==> src/rtl/systolic_pkg.sv <==
// Shared definitions for the systolic tile sequencer: default geometry,
// pipeline fill length and the FSM state encoding.
package systolic_pkg;

    localparam int N_DEF      = 4;
    localparam int PE_LAT_DEF = 1;
    localparam int VEC_W_DEF  = 8;
    localparam int FILL_DEF   = N_DEF * PE_LAT_DEF;

    typedef enum logic [2:0] {
        S_IDLE,
        S_LOAD_W,
        S_SWAP,
        S_STREAM,
        S_DRAIN,
        S_DONE
    } state_t;

    // Cycles for an activation to cross all N rows and reach the bottom edge.
    function automatic int fill_len(input int n, input int pe_lat);
        return n * pe_lat;
    endfunction

endpackage

==> src/rtl/systolic_seq_valid_delay.sv <==
// Fixed-depth shift register that turns the row-0 activation strobe/index
// into the column-0 result strobe/index; synchronous clear flushes it.
module valid_delay #(
    parameter int DEPTH = 4,
    parameter int W     = 9
) (
    input  logic         clk,
    input  logic         clear,
    input  logic [W-1:0] din,
    output logic [W-1:0] dout
);

    logic [W-1:0] pipe [DEPTH];

    always_ff @(posedge clk) begin
        if (clear) begin
            for (int i = 0; i < DEPTH; i++) pipe[i] <= '0;
        end else begin
            pipe[0] <= din;
            for (int i = 1; i < DEPTH; i++) pipe[i] <= pipe[i-1];
        end
    end

    assign dout = pipe[DEPTH-1];

endmodule

==> src/rtl/systolic_seq.sv <==
// Control sequencer for one weight-stationary N x N tile: weight load,
// dormant->active swap, activation streaming and result-stream flagging.
//
// state    | meaning
// S_IDLE   | waiting for start; all outputs 0
// S_LOAD_W | shifting weight rows 0..N-1 into the dormant registers
// S_SWAP   | one-cycle broadcast of the dormant->active swap
// S_STREAM | issuing activation vectors 0..num_vec-1
// S_DRAIN  | letting the last vector fill and de-skew out of the array
// S_DONE   | one-cycle completion pulse
module systolic_seq
    import systolic_pkg::*;
#(
    parameter int N      = N_DEF,
    parameter int PE_LAT = PE_LAT_DEF,
    parameter int VEC_W  = VEC_W_DEF
) (
    input  logic                 clk,
    input  logic                 rst,
    input  logic                 start,
    input  logic [VEC_W-1:0]     num_vec,
    output logic                 busy,
    output logic                 done,
    output logic                 w_en,
    output logic [$clog2(N)-1:0] w_addr,
    output logic                 switch,
    output logic                 act_valid,
    output logic [VEC_W-1:0]     act_addr,
    output logic                 res_valid,
    output logic [VEC_W-1:0]     res_addr
);

    localparam int FILL = fill_len(N, PE_LAT);
    localparam int AW   = $clog2(N);
    localparam logic [VEC_W-1:0] LOAD_LAST  = VEC_W'(N - 1);
    localparam logic [VEC_W-1:0] DRAIN_LAST = VEC_W'(FILL + N - 2);

    state_t           state, state_nx;
    logic [VEC_W-1:0] cnt, cnt_nx;
    logic [VEC_W-1:0] nv_q, nv_nx;
    logic [VEC_W:0]   res_bus;

    always_ff @(posedge clk) begin
        if (rst) begin
            state <= S_IDLE;
            cnt   <= '0;
            nv_q  <= '0;
        end else begin
            state <= state_nx;
            cnt   <= cnt_nx;
            nv_q  <= nv_nx;
        end
    end

    always_comb begin
        state_nx  = state;
        cnt_nx    = cnt;
        nv_nx     = nv_q;
        done      = 1'b0;
        w_en      = 1'b0;
        w_addr    = '0;
        switch    = 1'b0;
        act_valid = 1'b0;
        act_addr  = '0;
        case (state)
            S_IDLE: begin
                cnt_nx = '0;
                if (start) begin
                    nv_nx    = num_vec;
                    state_nx = (num_vec == '0) ? S_DONE : S_LOAD_W;
                end
            end
            S_LOAD_W: begin
                w_en   = 1'b1;
                w_addr = cnt[AW-1:0];
                if (cnt == LOAD_LAST) begin
                    cnt_nx   = '0;
                    state_nx = S_SWAP;
                end else begin
                    cnt_nx = cnt + 1'b1;
                end
            end
            S_SWAP: begin
                switch   = 1'b1;
                cnt_nx   = '0;
                state_nx = S_STREAM;
            end
            S_STREAM: begin
                act_valid = 1'b1;
                act_addr  = cnt;
                // terminal compare at num_vec-1 keeps the max count from wrapping
                if (cnt == nv_q - VEC_W'(1)) begin
                    cnt_nx   = '0;
                    state_nx = S_DRAIN;
                end else begin
                    cnt_nx = cnt + 1'b1;
                end
            end
            S_DRAIN: begin
                if (cnt == DRAIN_LAST) begin
                    cnt_nx   = '0;
                    state_nx = S_DONE;
                end else begin
                    cnt_nx = cnt + 1'b1;
                end
            end
            S_DONE: begin
                done     = 1'b1;
                state_nx = S_IDLE;
            end
            default: begin
                cnt_nx   = '0;
                state_nx = S_IDLE;
            end
        endcase
    end

    assign busy = (state != S_IDLE);

    valid_delay #(
        .DEPTH(FILL),
        .W    (1 + VEC_W)
    ) u_delay (
        .clk  (clk),
        .clear(rst),
        .din  ({act_valid, act_addr}),
        .dout (res_bus)
    );

    assign {res_valid, res_addr} = res_bus;

endmodule

==> config.mk <==
export PLATFORM = sky130hd
export DESIGN_NAME = systolic_seq
export DESIGN_NICKNAME = d
export VERILOG_FILES = /design/src/rtl/systolic_pkg.sv /design/src/rtl/systolic_seq_valid_delay.sv /design/src/rtl/systolic_seq.sv
export SDC_FILE = /design/constraint.sdc
export NUM_CORES = 1
export LEC_CHECK = 0
export CORE_ASPECT_RATIO = 0.75
export CORE_MARGIN = 5
export CORE_UTILIZATION = 50
export DETAILED_ROUTE_END_ITERATION = 8
export GPL_TIMING_DRIVEN = 0
export PLACE_DENSITY_LB_ADDON = 0.1
export SLEW_MARGIN = 20
export SYNTH_ARGS = -nofsm -noshare
export SYNTH_HDL_FRONTEND = slang
export SYNTH_HIERARCHICAL = 1
export SYNTH_SLANG_ARGS = --single-unit
==> constraint.sdc <==
create_clock -name clk -period 4.65 [get_ports clk]
set_input_delay 0.93 -clock clk [delete_from_list [all_inputs] [get_ports clk]]
set_output_delay 0.93 -clock clk [all_outputs]
set_load 0.02 [all_outputs]
==> results.md <==
- Run status: completed
- Min Clock Period, post-route: between 3 and 4 ns
- Pre-CTS setup slack: about 1.5 ns
- Core Area: 4470 um^2
- Cts repair resizes: 0
- Most common cell after layout, fill and taps aside: dfxtp_1
- Die X-Extent: between 80 and 90 um
- Nets: a little over 300
- Maximum VDD drop: 0.231 mV
- Post-Route WL: approximately 4.3 mm
- Syn nets: 270
- Critical path arrival: around 2.6 ns
- EDFF count, synth: 0
- IO buf count: 34
- DR vias/cell: 5.03
- Top Ports: 35
- Crit Path Category: flop to primary output
- Die area: just over 6000 um^2
- First-pass GRT wire length: about 7.3 mm
- Fmax achieved: roughly 290 MHz
- Highest-delay cell along the critical path: clkdlybuf4s50_1
- TritonCTS Sinks: between 50 and 60
- Final global-route overflow total: 0
- DP Cell Count: 347
- Number of global-route vias before repair: 1554
- CTS H-tree lvls: 2
- Reg clk slew, reported paths: around 0.09 ns
- WL/cell: between 10 and 15 um
- Top cell type's share of synthesized area: 0.476
- CP cell instances: clkbuf_1 -> nand2_1 -> nor2_1 -> clkbuf_1 -> and2_1 -> clkdlybuf4s50_1
- Syn Area/Cell: ~9.0 um^2
- Slowest Stage Delay on Critical Path: approximately 0.61 ns
- Synth Register Bits: between 50 and 60
- Yosys warning count: 6
- Hold_buf cts: 0
- DRC: 0
- Final Cell Area: about 2800 um^2
- Layout Cells excl Fill: 354
- Crit Path Max Fanout: 11
- Synth area leader: dfxtp_1
- Initial antenna violation count: 0
- Synth Flop Type: dfxtp_1
- Area post-placement: approximately 2700 um^2
- Worst setup margin: ~1.1 ns
- Site row count: 21
- Setup crit start kind: flop
- Syn Std Cell Area: about 2300 um^2
- Worst Max-Slew Pin Slew: 0.609 ns
- Root buf cell: clkbuf_8
- Fraction of registers with async set/reset: 0
- Worst clock skew: around 0.0055 ns
- Syn-to-layout area delta: 22.4%
- Final hold viol count: 0
- RSZ-0062 raised after global routing: no
- Starting Density: 0.518
- CTS tree: yes
- Cts bufs inserted: 5
- Max-slew headroom: 0.592
- Postcts setup bufs: 0
- Drt initial violations: 56
- CP required: 3.72 ns
- Cell variety after synth: 41
- Antenna diode count: 0
- Fin crit share: 0.753
- Post-synthesis sequential area ratio: 0.476
- Skew-Pair Late Insertion Delay: approximately 0.3 ns
- Largest delay contributor family on the critical path: buffers and inverters
- CP endpoint kind: primary output
- MaxCap Viol Count: 0
- Setup-failing EPs final: 0
- Ranking of synthesized cells by area: dfxtp_1 48%, nor2b_1 9.2%, nand2_1 5.4%
- Power density over the cells: approximately 430 nW/um^2
- Mapped Cells: ~260
- Buffers from clock root to sink, at most: 2
- Antenna viol nets, final: 0
- GPL Wtd Cong: 0.843
- Largest net degree at the start of global routing: 17
- DR vias: ~1800
- Static leakage: between 1 and 1.5 nW
- Layout cells sized above 1: 0.0842
- Commonest non-fill, non-tap cells in the layout: 55 x dfxtp_1, 34 x nor2b_1, 34 x clkdlybuf4s50_1
- Die Height: 68.9 um
- Pre-antenna DRT Iters: 4
- GRT Total Usage: 0.156
- Crit path buffers/inverters: 3
- CP most frequent cell: clkbuf_1
- Max Slew Vio Count: 0
- DP HPWL: roughly 3.3 mm
- TNS Setup: 0 ns
- HP Class: flop to flop
-- cells in the mapped netlist, drive strengths merged (2+ instances only) --
| library cell | count |
|---|---|
| inv | 7 |
| or3b | 2 |
| ha | 3 |
| and3 | 2 |
| a31oi | 2 |
| o22ai | 2 |
| nand3 | 2 |
| and2b | 6 |
| xnor2 | 13 |
| buf | 3 |
| clkbuf | 11 |
| o2111ai | 3 |
| nor3 | 10 |
| nand2 | 33 |
| nor2 | 15 |
| nor3b | 3 |
| o211ai | 3 |
| o21ai | 6 |
| nor2b | 34 |
| and2 | 10 |
| a21oi | 13 |
| or4b | 2 |
| nand3b | 2 |
| dfxtp | 55 |
-- flip-flops by register name, indices dropped and copies added (netlist names) --
name / count
state: 3
cnt: 8
nv_q: 8
u_delay/pipe: 36
-- path summary, 6_finish.rpt --
kind / start / endpoint / slack [ns] / depth (start not counted)
max reg2reg: nv_q[0] / cnt[7] / 2.19 / 6
max: state[0] / act_addr[6] / 1.15 / 6
min: u_delay/pipe[2][2] / u_delay/pipe[3][2] / 0.44 / 1
min reg2reg: u_delay/pipe[2][2] / u_delay/pipe[3][2] / 0.44 / 1
-- power by group --
| group | leakage [nW] | switching [mW] | internal, mW |
|---|---|---|---|
| Combinational | 0.554 | 0.213 | 0.164 |
| Clock | 0.0502 | 0.144 | 0.157 |
| Sequential | 0.445 | 0.0273 | 0.501 |
-- routing by layer --
| layer | up-vias | GRT usage | share of wire |
|---|---|---|---|
| li1 | 929 | - | - |
| met2 | 31 | 0.218 | 0.40 |
| met4 | 0 | 0.0396 | 0.0062 |
| met5 | - | 0 | 0 |
| met1 | 815 | 0.235 | 0.55 |
| met3 | 4 | 0.0428 | 0.048 |
-- cell families after synthesis --
logic type,count (synthesis),synth area share
flip-flops,55,0.476
buffers and inverters,21,0.0438
XOR/XNOR,13,0.0492
AO/OA/AOI/OAI,36,0.105
adder cells (fa/ha/maj),3,0.0162
AND/OR/NAND/NOR,128,0.310
-- per-stage QoR --
stage	util	hold slack [ns]	total power, mW
finish	0.634	0.439	1.21
global route	0.634	0.459	1.28
CTS	0.634	0.443	1.22
detailed placement	0.610	0.420	0.914
global placement	0.610	0.417	0.908
floorplan	-	0.414	0.808
-- layout make-up --
cell class	instances	area [um^2]
Multi-Input combinational cell	180	1110
Timing Repair Buffer	34	340
Clock buffer	5	68.8
Fill cell	389	1640
Sequential cell	55	1100
Clock inverter	2	37.5
Buffer	14	75.1
Inverter	7	26.3
Tap cell	57	71.3
Note: power is estimated with default switching activity, not from simulation.
